File: src/rtl/seq_digit_sub.sv
// seq_digit_sub: digit-serial subtractor computing a - b - borrow_in over
// WIDTH bits, DIGIT bits per clock, LSB digit first, with a registered borrow.
// Operands are shifted right one digit per cycle; result digits are shifted
// in from the top, so after NDIG cycles diff holds the full result.
// Optional feature: define SEQ_SUB_OVF_EN to add the signed-overflow output ovf.
module seq_digit_sub #(
  parameter int WIDTH = 16,
  parameter int DIGIT = 4
) (
  input  logic             clk,
  input  logic             rst_n,
  input  logic             in_valid,
  output logic             in_ready,
  input  logic [WIDTH-1:0] a,
  input  logic [WIDTH-1:0] b,
  input  logic             borrow_in,
  output logic             out_valid,
  input  logic             out_ready,
  output logic [WIDTH-1:0] diff,
  output logic             borrow_out,
  output logic             busy
`ifdef SEQ_SUB_OVF_EN
  ,
  output logic             ovf
`endif
);

  localparam int NDIG = WIDTH / DIGIT;
  localparam int KW   = (NDIG > 1) ? $clog2(NDIG) : 1;

  typedef enum logic [1:0] {IDLE = 2'd0, RUN = 2'd1, DONE = 2'd2} state_t;

  state_t             state_q, state_d;
  logic [KW-1:0]      k_q;
  logic [WIDTH-1:0]   a_q, b_q, diff_q;
  logic               br_q, bout_q;
  logic [DIGIT-1:0]   a_dig, b_dig, d;
  logic [DIGIT:0]     sub;
  logic               bo, last, accept;
  logic [WIDTH-1:0]   diff_next;
`ifdef SEQ_SUB_OVF_EN
  logic               ovf_q;
`endif

  // Current digit arithmetic: the low digit of the shifting operand registers.
  always_comb begin
    a_dig  = a_q[DIGIT-1:0];
    b_dig  = b_q[DIGIT-1:0];
    sub    = {1'b0, a_dig} - {1'b0, b_dig} - {{DIGIT{1'b0}}, br_q};
    d      = sub[DIGIT-1:0];
    bo     = sub[DIGIT];
    last   = (k_q == KW'(NDIG - 1));
    accept = (state_q == IDLE) && in_valid;
  end

  // New result digit enters at the top; older digits move one slot down.
  generate
    if (DIGIT == WIDTH) begin : g_one_digit
      assign diff_next = d;
    end else begin : g_multi_digit
      assign diff_next = {d, diff_q[WIDTH-1:DIGIT]};
    end
  endgenerate

  // Next-state logic; in_valid is only looked at while in IDLE.
  always_comb begin
    state_d = state_q;
    unique case (state_q)
      IDLE:    if (in_valid) state_d = RUN;
      RUN:     if (last) state_d = DONE;
      DONE:    if (out_ready) state_d = IDLE;
      default: state_d = IDLE;
    endcase
  end

  // State register.
  always_ff @(posedge clk) begin
    if (!rst_n) state_q <= IDLE;
    else        state_q <= state_d;
  end

  // Datapath: capture operands on accept, process one digit per RUN cycle.
  always_ff @(posedge clk) begin
    if (!rst_n) begin
      k_q    <= '0;
      a_q    <= '0;
      b_q    <= '0;
      br_q   <= 1'b0;
      diff_q <= '0;
      bout_q <= 1'b0;
    end else if (accept) begin
      k_q  <= '0;
      a_q  <= a;
      b_q  <= b;
      br_q <= borrow_in;
    end else if (state_q == RUN) begin
      k_q    <= k_q + KW'(1);
      a_q    <= a_q >> DIGIT;
      b_q    <= b_q >> DIGIT;
      br_q   <= bo;
      diff_q <= diff_next;
      if (last) bout_q <= bo;
    end
  end

`ifdef SEQ_SUB_OVF_EN
  // On the last digit a_dig/b_dig/d carry the operand and result sign bits.
  always_ff @(posedge clk) begin
    if (!rst_n)
      ovf_q <= 1'b0;
    else if (state_q == RUN && last)
      ovf_q <= (a_dig[DIGIT-1] ^ b_dig[DIGIT-1]) & (a_dig[DIGIT-1] ^ d[DIGIT-1]);
  end
  assign ovf = ovf_q;
`endif

  // Handshake outputs decode straight from the state register.
  always_comb begin
    in_ready   = (state_q == IDLE);
    busy       = (state_q == RUN);
    out_valid  = (state_q == DONE);
    diff       = diff_q;
    borrow_out = bout_q;
  end

endmodule

File: config.mk
export PLATFORM = sky130hd
export DESIGN_NAME = seq_digit_sub
export DESIGN_NICKNAME = d
export VERILOG_FILES = /design/src/rtl/seq_digit_sub.sv
export SDC_FILE = /design/constraint.sdc
export NUM_CORES = 1
export LEC_CHECK = 0
export BUFFER_PORTS_ARGS = -buffer_cell sky130_fd_sc_hd__buf_4
export CAP_MARGIN = 0
export CORE_MARGIN = 2
export CORE_UTILIZATION = 34
export DETAILED_ROUTE_END_ITERATION = 10
export GPL_TIMING_DRIVEN = 0
export PLACE_DENSITY = 0.53
export SLEW_MARGIN = 40
export SYNTH_ARGS = -nofsm -noshare
export SYNTH_HDL_FRONTEND = slang
export SYNTH_SLANG_ARGS = --single-unit
File: constraint.sdc
create_clock -name clk -period 4.65 [get_ports clk]
set_input_delay 0.2325 -clock clk [delete_from_list [all_inputs] [get_ports clk]]
set_output_delay 0.2325 -clock clk [all_outputs]
set_load 0.02 [all_outputs]
# Yosys cells after proc, flatten, opt, wreduce, memory -nomap -nowiden
# Index checks and enable logic that the tools add are counted.
# word_totals
register_bits	54
in_bits	37
out_inout_bits	20
elab_cells	35
# op_classes
bitwise_logic	2
n_mux	10
n_reduce_logical	7
addsub	3
eq_ne	6
# op_table
operator	n
two-way mux 16 bit	4
two-way mux 2 bit	3
one-hot mux 2 bit (3 select lines)	1
AND reduction 3 bit	2
subtractor 4 x 4 -> 5 bit	1
subtractor 5 x 1 -> 5 bit	1
== test 2 bit, second input constant	2
inequality test 2 x 1 -> 1 bit, second input constant	2
adder 2 x 1 -> 2 bit, second input constant	1
== test 2 x 1 -> 1 bit, second input constant	1
zero test 2 bit	1
two-way mux 1 bit	2
inequality test 2 bit, second input constant	1
NOT 1 bit	2
AND reduction 2 bit	1
nonzero test 2 bit	1
OR reduction 2 bit	1
logical AND 1 bit	1

# Longest topological paths before layout
# Gate-level depths: netlist (run 1).
# logic_depth
word_depth	4
depth_mapped	9
mapped_depth_nobuf	9

# Worst setup path before layout (run 1)
# OpenSTA, ideal clock, no wires.
# synth_timing
path_kind	register to register
start	register b_q[0]
end	register bout_q (netlist: borrow_out)
arrival_ns	2.039
required_time_ns	4.562
path_stages_with_launch	9
period_less_slack_ns	2.127
n_path_buf	0
setup_time_ns	0.088
setup_slack_ns	2.523
path_cell_list	dfxtp_1 > inv_1 > fa_1 > ha_1 > nor2_1 > fa_1 > and3b_1 > a2bb2oi_1 > a311oi_2
# synth_between
elab_chain_cells	2
# synth_rtl
item	line	rtl
from (decl)	35	logic [WIDTH-1:0] a_q, b_q, diff_q;
from (signal assigned)	99	b_q <= b_q >> DIGIT;
subtractor 4 x 4 -> 5 bit	49	sub = {1'b0, a_dig} - {1'b0, b_dig} - {{DIGIT{1'b0}}, br_q};
subtractor 5 x 1 -> 5 bit	49	
to (signal assigned)	102	if (last) bout_q <= bo;
to (decl)	36	logic br_q, bout_q;
# Every way passes these cells.
# A chain may end at the register's enable or synchronous reset.

# Final worst setup path (run 1)
# layout_timing
start	register a_q[0]
end	register br_q
# layout_between
elab_chain_cells	4
# layout_rtl
item	line	rtl
from (decl)	35	
from (signal assigned)	98	a_q <= a_q >> DIGIT;
subtractor 4 x 4 -> 5 bit	49	
subtractor 5 x 1 -> 5 bit	49	
two-way mux 1 bit	96	end else if (state_q == RUN) begin
two-way mux 1 bit	91	end else if (accept) begin
to (signal assigned)	95	br_q <= borrow_in;
to (signal assigned)	100	br_q <= bo;
to (decl)	36	
# Every way passes these cells. The select of a mux whose other input is x is not followed.

==> flow_summary_export.csv, run 1 <==
group,metric,value,unit
clocking,post_cts_buffers,0,
sta,setup_ws,2.33,ns
global_routing,grt_max_degree,18,
global_routing,use_met2,24.5,%
routing,routedWlPerCell,14.2,um
critical_path,startpoint_type,"flop",
finish,diodes,0,
finish,drive_above_1_share,26.0,%
critical_path,cp.required,4.84,ns
sta,finalCriticalPeriod,2.32,ns
logic_synthesis,syn-num-nets,320,
sta,finalSetupViolCount,0,
global_routing,use_met1,23.5,%
floorplanning,start_util,34.9,%
logic_synthesis,synth_cells,274,
clocking,cts_tree,"yes",
clocking,post_cts_resized,0,
logic_synthesis,synth-main-ff-cell,"dfxtp_1",
global_routing,busiest_layer,"met2",
clocking,clock_latency,0.31,ns
logic_synthesis,synth_edf_count,0,
logic_synthesis,ys_warn_count,0,
routing,ant_nets,0,
clocking,clock-sinks,54,
place,dp_slack,2.33,ns
global_routing,track_usage,16.1,%
global_routing,grt.met3_usage,3.41,%
critical_path,crit_arrival,2.51,ns
global_routing,globalRouteOverflowTotal,0,
routing,drt-initial-drc-count,64,
clocking,cts_made_buffers,5,
logic_synthesis,syn_area_per_cell,8.60,um^2
sta,skew,0.0165,ns
critical_path,worst_path_most_repeated_cell,"fa_1",
sta,maxSlewViolCount,0,
critical_path,cp_max_fo,3,
routing,first_pass_iters,4,
job,cap_violations,0,
logic_synthesis,async_reset_ff_share,0,%
worst_hold_path,hold_end,"a_q[14]$_SDFFE_PN0P_",
routing,via_per_inst,5.00,
power_and_ir_drop,leakage,1.21,nW
clocking,holdBufCountCts,0,
sta,fmax,430,MHz
global_routing,grt_pass1_vias,1967,
finish,final_common_cell,"buf_4",
global_routing,antenna_found_initial,0,
floorplanning,die_height,87.2,um
worst_hold_path,min_path_cells,3,
floorplanning,rows,30,
critical_path,cp-end-kind,"flop",
critical_path,rr_endpoint,"br_q$_SDFFE_PN0P_",
run_status,status,"completed",
sta,rsz0062_at_grt,"no",
logic_synthesis,ys_seq_area_share,45.9,%
place,dp_hpwl,4420,um
finish,layout.nets,383,
logic_synthesis,synth_seq_cells,54,
place,numPortBuffers,56,
critical_path,crit_slowest_cell,"fa_1",
sta,finalHoldViolations,0,
critical_path,rrSetupSlack,2.33,ns
logic_synthesis,synth_cell_types,34,
sta,fin_crit_sh,50.0,%
floorplanning,core,0.00676,mm^2
critical_path,crit_type,"flop to flop",
clocking,cts_root_buffer,"clkbuf_8",
logic_synthesis,netlist_area,0.00236,mm^2
floorplanning,io_pins,57,
critical_path,r2r-start,"a_q[0]$_SDFFE_PN0P_",
sta,worst_pin_slew,0.572,ns
floorplanning,die_x,87.2,um
clocking,clockBufferDepth,2,
sta,holdWs,0.161,ns
routing,drc_errors,0,
sta,fin_tns_setup,0,ns
clocking,cts.clk_slew.worst_paths,0.10,ns
clocking,htree_levels,2,
place,gp_congestion,0.739,
routing,vias,2091,
critical_path,critPathMaxStageDelay,0.57,ns
critical_path,crit_chain,"fa_1, ha_1, nor2_1, fa_1, a21bo_2, a2bb2oi_1, o22ai_1",
finish,area_growth,26.3,%
power_and_ir_drop,vdd_drop_max,0.196,mV
worst_hold_path,worstHoldStart,"a[14]",
floorplanning,die-area,0.00761,mm^2
power_and_ir_drop,fin_total_pwr,0.00102,W
global_routing,grt_pass1_wl,9670,um
routing,wl,5920,um
worst_hold_path,hp-class,"input port to flop",
finish,final_cell_mix,"buf_4, dfxtp_1, a21oi_1, nand2_1, o21ai_0",
critical_path,reg2reg_depth,7,
sta,slew_headroom,61.7,%
power_and_ir_drop,pwr_density_cell,344,mW/mm^2
## worst max-delay path by stage
stage,end,startpoint,cells past startpoint,slack [ns]
global placement,borrow_out$_SDFFE_PN0P_,b_q[0]$_SDFFE_PN0P_,8,2.35
detailed placement,br_q$_SDFFE_PN0P_,b_q[0]$_SDFFE_PN0P_,9,2.33
CTS,br_q$_SDFFE_PN0P_,b_q[0]$_SDFFE_PN0P_,9,2.35
finish,br_q$_SDFFE_PN0P_,a_q[0]$_SDFFE_PN0P_,7,2.33
floorplan,borrow_out$_SDFFE_PN0P_,b_q[0]$_SDFFE_PN0P_,8,2.52
global route,br_q$_SDFFE_PN0P_,b_q[0]$_SDFFE_PN0P_,9,2.22
## metal layers
metal	share of wire, %	vias to the layer above
met1	50	951
li1	-	1089
met3	4.5	2
met5	0	-
met2	45	49
met4	0.42	0
## state kept, by name, indices dropped and copies added, names as in the netlist
name        flops
b_q            16
k_q             2
diff           16
borrow_out      1
state_q         2
a_q            16
br_q            1
## metrics by stage
step	std cells	cell area, um^2	utilization [%]
floorplan	274	2360	-
global placement	410	2880	42.6
detailed placement	410	2880	42.6
CTS	418	2980	44.1
global route	418	2980	44.1
finish	418	2980	44.1
## logic make-up after synthesis
family	synth area share, %
AO/OA/AOI/OAI	26.9
AND/OR/NAND/NOR	12.1
flip-flops	45.9
adder cells (fa/ha/maj)	5.42
buffers and inverters	8.66
XOR/XNOR	1.12
## cell type report
cell class	instances	area, um^2
Fill cell	692	3780
Sequential cell	54	1080
Multi-Input combinational cell	185	1070
Timing Repair Buffer	56	420
Buffer	21	146
Tap cell	80	100
Clock buffer	6	82.6
Inverter	14	57.6
Clock inverter	2	17.5
## cells in the mapped netlist (2+ instances only)
master / instances / share of area, %
buf_4: 3 / 0.96
a2bb2oi_1: 2 / 0.74
xnor2_1: 3 / 1.1
buf_2: 5 / 1.1
clkbuf_1: 6 / 0.96
buf_6: 5 / 2.4
nor2_1: 7 / 1.1
ha_1: 7 / 3.7
nand2b_1: 2 / 0.53
nand2_1: 39 / 6.2
fa_1: 2 / 1.7
a211oi_2: 2 / 1.1
o22ai_1: 25 / 6.6
o21ai_0: 26 / 5.5
nor2b_1: 2 / 0.53
inv_1: 12 / 1.9
a21oi_1: 47 / 10
dfxtp_1: 54 / 46
nand3_1: 10 / 2.1
## report_power, final
part	switching [W]	internal, W	total [W]
combinational	0.000121	0.000108	0.000229
clock	0.000154	0.000123	0.000276
sequential	0.0000210	0.000497	0.000518
total	0.000296	0.000727	0.00102
## critical path: cells and delay by family (launching register included)
kind,cells,cell delay [ns]
adder cells (fa/ha/maj),3,1.14
AND/OR/NAND/NOR,1,0.06
flip-flops,1,0.35
AO/OA/AOI/OAI,3,0.66
Note: power is estimated with default switching activity, not from simulation.
==> run 2: changes to the inputs <==
--- a/config.mk
+++ b/config.mk
@@ -11,7 +11,7 @@
 export CORE_UTILIZATION = 34
 export DETAILED_ROUTE_END_ITERATION = 10
 export GPL_TIMING_DRIVEN = 0
-export PLACE_DENSITY = 0.53
+export PLACE_DENSITY = 0.55
 export SLEW_MARGIN = 40
 export SYNTH_ARGS = -nofsm -noshare
 export SYNTH_HDL_FRONTEND = slang
==> constraint.sdc (replaced) <==
create_clock -name clk -period 1.9 [get_ports clk]
set_input_delay 0.095 -clock clk [delete_from_list [all_inputs] [get_ports clk]]
set_output_delay 0.095 -clock clk [all_outputs]
set_load 0.02 [all_outputs]
==> run 2 against run 1 <==
The flow now finishes with violations (setup timing); power up 150%; global-route usage up 0.16 points; combinational power rose to 2.6 times the previous value; setup slack worse by 2.6 ns; via count up 3.5%; wire length down 0.25%; clock skew down 0.0041 ns; first-iteration DRC count up 58%; non-clock buffer count up 2; highest routed layer unchanged.
==> flow_summary_export.csv, run 2 (same netlist as run 1, synthesis figures left out) <==
group,metric,value,unit
run_status,status,"finished with violations",
run_status,violations,"setup timing",
floorplanning,die-area,0.00761,mm^2
routing,vias,2165,
critical_path,cp_max_fo,3,
sta,maxSlewViolCount,0,
worst_hold_path,hold_end,"a_q[13]$_SDFFE_PN0P_",
critical_path,cp.required,2.13,ns
sta,fin_tns_setup,-0.720,ns
power_and_ir_drop,pwr_density_cell,838,mW/mm^2
clocking,clock-sinks,54,
place,gp_congestion,0.735,
routing,drt-initial-drc-count,101,
power_and_ir_drop,power_switching,0.000753,W
power_and_ir_drop,internal-power,0.00177,W
critical_path,startpoint,"br_q$_SDFFE_PN0P_",
sta,fmax,456,MHz
global_routing,grt_pass1_wl,9740,um
routing,wl,5900,um
clocking,cts.clk_slew.worst_paths,0.11,ns
finish,drive_above_1_share,29.7,%
clocking,cts_made_buffers,5,
sta,finalCriticalPeriod,2.20,ns
sta,finalSetupViolCount,4,
clocking,clock_latency,0.31,ns
finish,diodes,0,
floorplanning,die_height,87.2,um
power_and_ir_drop,leakage,1.22,nW
power_and_ir_drop,p_clk_share,26.2,%
critical_path,cp-end-kind,"flop",
place,numPortBuffers,56,
finish,fin_area,0.00301,mm^2
critical_path,r2r-start,"br_q$_SDFFE_PN0P_",
power_and_ir_drop,switching_share,29.8,%
critical_path,crit_type,"flop to flop",
routing,routedWlPerCell,14.1,um
global_routing,globalRouteOverflowTotal,0,
floorplanning,die_x,87.2,um
power_and_ir_drop,vdd_drop_max,0.425,mV
sta,skew,0.0124,ns
critical_path,reg2reg_depth,8,
finish,area_growth,27.9,%
clocking,holdBufCountCts,0,
routing,ant_nets,0,
sta,rsz0062_at_grt,"yes",
critical_path,rrSetupSlack,-0.30,ns
sta,slew_headroom,62.3,%
global_routing,antenna_found_initial,0,
clocking,htree_levels,2,
power_and_ir_drop,seqPwrFrac,50.3,%
place,dp_hpwl,4440,um
global_routing,track_usage,16.2,%
routing,drc_errors,0,
floorplanning,core,0.00676,mm^2
finish,layout.nets,385,
floorplanning,start_util,34.9,%
worst_hold_path,min_path_cells,3,
power_and_ir_drop,pwr-share-comb,23.5,%
place,place_area,0.00288,mm^2
finish,final_common_cell,"buf_4",
clocking,clockBufferDepth,2,
finish,fillerInstances,699,
floorplanning,io_pins,57,
sta,worst_pin_slew,0.563,ns
floorplanning,rows,30,
sta,finalHoldViolations,0,
routing,via_per_inst,5.15,
job,cap_violations,0,
worst_hold_path,worstHoldStart,"a[13]",
critical_path,startpoint_type,"flop",
global_routing,grt_pass1_vias,2052,
global_routing,grt_max_degree,19,
finish,final_cell_mix,"buf_4, dfxtp_1, a21oi_1, nand2_1, o21ai_0",
clocking,cts_tree,"yes",
sta,fin_crit_sh,116,%
clocking,cts_root_buffer,"clkbuf_8",
routing,first_pass_iters,4,
critical_path,rr_endpoint,"borrow_out$_SDFFE_PN0P_",
worst_hold_path,hp-class,"input port to flop",
sta,setup_ws,-0.295,ns
critical_path,crit_arrival,2.43,ns
## run 2: final cells by class
| type | count | area [um^2] | share of cell area, % |
|---|---|---|---|
| sequential | 54 | 1080 | 36.0 |
| buffer | 21 | 146 | 4.86 |
| tap | 80 | 100 | 3.32 |
| inverter | 14 | 57.6 | 1.91 |
| clock inverter | 3 | 26.3 | 0.872 |
| clock buffer | 5 | 68.8 | 2.28 |
| timing repair buffer | 58 | 435 | 14.4 |
| multi-input combinational | 185 | 1090 | 36.3 |
## run 2: how the worst max path moves through the flow
stage                                   end  slack, ns
floorplan           borrow_out$_SDFFE_PN0P_      -0.17
global placement    borrow_out$_SDFFE_PN0P_      -0.32
detailed placement        br_q$_SDFFE_PN0P_      -0.35
CTS                 borrow_out$_SDFFE_PN0P_      -0.29
global route        borrow_out$_SDFFE_PN0P_      -0.37
finish              borrow_out$_SDFFE_PN0P_      -0.30
## run 2: routing by layer
metal / GRT usage, % / vias to the layer above / share of wire [%]
met5: 0 / - / 0
li1: - / 1095 / -
met2: 25.6 / 67 / 45
met1: 22.3 / 994 / 48
met3: 3.41 / 9 / 5.8
met4: 4.76 / 0 / 1.3
## run 2: timing repair
action                                  4_1_cts  5_1_grt
gates resized for setup                       7        3
setup buffers                                 1        1
pin swaps                                     6        5
endpoints found under the setup margin        4        4
## run 2: worst max-delay path, stage by stage (launching register included)
cell and delay [ns]:
dfxtp_2 0.34, inv_2 0.04, fa_1 0.55, ha_2 0.19
nor2_2 0.05, fa_2 0.34, and3b_1 0.18, a2bb2oi_2 0.18
a311oi_2 0.25
## run 2: power by group through the flow
stage,Combinational (W),Sequential [W],Clock [W]
after detailed placement,0.000565,0.00129,0
after CTS,0.000587,0.00127,0.000679
after global placement,0.000559,0.00129,0
after global routing,0.000670,0.00128,0.000730
final,0.000594,0.00127,0.000661
after floorplan,0.000366,0.00130,0
## run 2: metrics by stage
step	hold WS, ns	setup slack [ns]	instances	utilization, %	total power, W
floorplan	0.231	-0.167	274	-	0.00166
global placement	0.346	-0.322	410	42.6	0.00185
detailed placement	0.357	-0.351	410	42.6	0.00186
CTS	0.0151	-0.288	419	44.4	0.00254
global route	0.00654	-0.365	420	44.6	0.00268
finish	0.0183	-0.295	420	44.6	0.00253
==> run 3: changes to the inputs <==
--- a/config.mk
+++ b/config.mk
@@ -11,7 +11,6 @@
 export CORE_UTILIZATION = 34
 export DETAILED_ROUTE_END_ITERATION = 10
 export GPL_TIMING_DRIVEN = 0
-export PLACE_DENSITY = 0.55
 export SLEW_MARGIN = 40
 export SYNTH_ARGS = -nofsm -noshare
 export SYNTH_HDL_FRONTEND = slang
==> constraint.sdc (replaced) <==
create_clock -name clk -period 2.55 [get_ports clk]
set_input_delay 0.1275 -clock clk [delete_from_list [all_inputs] [get_ports clk]]
set_output_delay 0.1275 -clock clk [all_outputs]
set_load 0.02 [all_outputs]
==> run 3 against run 2 <==
Worst hold slack better by 0.041 ns; global-route usage down 0.41 points; sequential cell count unchanged; the flow now finishes without violations; combinational power down 30%; final cell count down 0.48%; clock power down 24%; design area down 1.4%; maximum frequency down 6.2%; critical path type unchanged; core utilization down 0.63 points; via count down 1.8%; highest routed layer unchanged; setup slack better by 0.51 ns.
==> flow_summary_export.csv, run 3 (same netlist as run 1, synthesis figures left out) <==
group,metric,value,unit
routing,via_per_inst,5.08,
critical_path,crit_type,"flop to flop",
floorplanning,die_height,87.2,um
sta,finalSetupViolCount,0,
global_routing,grt_pass1_wl,9560,um
global_routing,antenna_found_initial,0,
routing,drt-initial-drc-count,101,
clocking,cts_root_buffer,"clkbuf_8",
global_routing,track_usage,15.8,%
finish,drive_above_1_share,26.0,%
routing,vias,2125,
power_and_ir_drop,fin_total_pwr,0.00186,W
clocking,post_cts_buffers,0,
routing,routedWlPerCell,13.8,um
critical_path,startpoint_type,"flop",
routing,drc_errors,0,
clocking,cts_made_buffers,5,
floorplanning,start_util,34.9,%
worst_hold_path,hold_end,"a_q[13]$_SDFFE_PN0P_",
routing,wl,5770,um
sta,fin_tns_setup,0,ns
finish,post-route-util,44.0,%
clocking,clockBufferDepth,2,
sta,rsz0062_at_grt,"no",
sta,skew,0.00335,ns
power_and_ir_drop,leakage,1.21,nW
clocking,clock-sinks,54,
place,dp_hpwl,4290,um
sta,finalCriticalPeriod,2.34,ns
floorplanning,core,0.00676,mm^2
clocking,cts.clk_slew.worst_paths,0.10,ns
global_routing,grt_pass1_vias,1978,
job,cap_violations,0,
power_and_ir_drop,pwr_density_cell,626,mW/mm^2
sta,setup_ws,0.211,ns
global_routing,grt_max_degree,17,
global_routing,globalRouteOverflowTotal,0,
floorplanning,rows,30,
sta,maxSlewViolCount,0,
sta,fin_crit_sh,91.7,%
place,numPortBuffers,56,
critical_path,r2r-start,"b_q[0]$_SDFFE_PN0P_",
worst_hold_path,min_path_cells,3,
run_status,status,"completed",
critical_path,cp.required,2.73,ns
clocking,cts_tree,"yes",
clocking,htree_levels,2,
routing,first_pass_iters,4,
routing,ant_nets,0,
worst_hold_path,hp-class,"input port to flop",
place,place_area,0.00288,mm^2
critical_path,cp_max_fo,3,
clocking,post_cts_resized,0,
clocking,holdBufCountCts,0,
floorplanning,io_pins,57,
critical_path,rr_endpoint,"br_q$_SDFFE_PN0P_",
worst_hold_path,worstHoldStart,"a[13]",
finish,fin_area,0.00297,mm^2
clocking,clock_latency,0.30,ns
sta,fmax,428,MHz
critical_path,reg2reg_depth,8,
place,gp_congestion,0.797,
finish,layout.nets,383,
finish,final_common_cell,"buf_4",
floorplanning,die_x,87.2,um
power_and_ir_drop,vdd_drop_max,0.255,mV
sta,worst_pin_slew,0.599,ns
sta,finalHoldViolations,0,
place,dp_slack,0.233,ns
finish,final_cell_mix,"buf_4, dfxtp_1, a21oi_1, nand2_1, o21ai_0",
critical_path,crit_arrival,2.52,ns
finish,diodes,0,
critical_path,rrSetupSlack,0.21,ns
critical_path,cp-end-kind,"flop",
finish,area_growth,26.1,%
floorplanning,die-area,0.00761,mm^2
sta,slew_headroom,59.9,%
-- run 3: through the flow --
step           hold slack, ns  instances
2_1_floorplan           0.264        274
3_3_place_gp            0.379        410
3_5_place_dp            0.390        410
4_1_cts                0.0628        418
5_1_grt                0.0604        418
6_report               0.0597        418
-- run 3: layer usage --
layer	GRT usage, %	wire (um)	vias up
met5	0	0	-
met4	3.78	44	0
met3	3.32	321	4
li1	-	-	1092
met1	22.5	2780	960
met2	24.5	2620	69
-- run 3: final cells by class --
type / count / area (um^2)
Clock buffer: 6 / 82.6
Multi-Input combinational cell: 185 / 1070
Buffer: 21 / 146
Inverter: 14 / 57.6
Clock inverter: 2 / 12.5
Timing Repair Buffer: 56 / 420
Tap cell: 80 / 100
Fill cell: 708 / 3780
Sequential cell: 54 / 1080
-- run 3: critical path, stage by stage, from the launching register on --
cell,delay [ns]
dfxtp_1,0.35
inv_1,0.06
fa_1,0.53
ha_1,0.16
nor2_1,0.06
fa_1,0.41
a21bo_2,0.23
a2bb2oi_1,0.29
o22ai_1,0.14
-- run 3: power by group --
| group | internal, W | switching (W) | total, W | leakage [nW] |
|---|---|---|---|---|
| registers | 0.000906 | 0.0000392 | 0.000945 | 0.444 |
| logic | 0.000196 | 0.000218 | 0.000414 | 0.718 |
| clock network | 0.000219 | 0.000283 | 0.000502 | 0.0472 |
-- run 3: worst max path at each step --
| stage | startpoint | end | slack, ns | depth (start not counted) |
|---|---|---|---|---|
| CTS | b_q[0]$_SDFFE_PN0P_ | br_q$_SDFFE_PN0P_ | 0.23 | 8 |
| global route | b_q[0]$_SDFFE_PN0P_ | br_q$_SDFFE_PN0P_ | 0.10 | 9 |
| floorplan | b_q[0]$_SDFFE_PN0P_ | borrow_out$_SDFFE_PN0P_ | 0.42 | 8 |
| finish | b_q[0]$_SDFFE_PN0P_ | br_q$_SDFFE_PN0P_ | 0.21 | 8 |
| detailed placement | b_q[0]$_SDFFE_PN0P_ | br_q$_SDFFE_PN0P_ | 0.23 | 8 |
| global placement | b_q[0]$_SDFFE_PN0P_ | borrow_out$_SDFFE_PN0P_ | 0.26 | 8 |
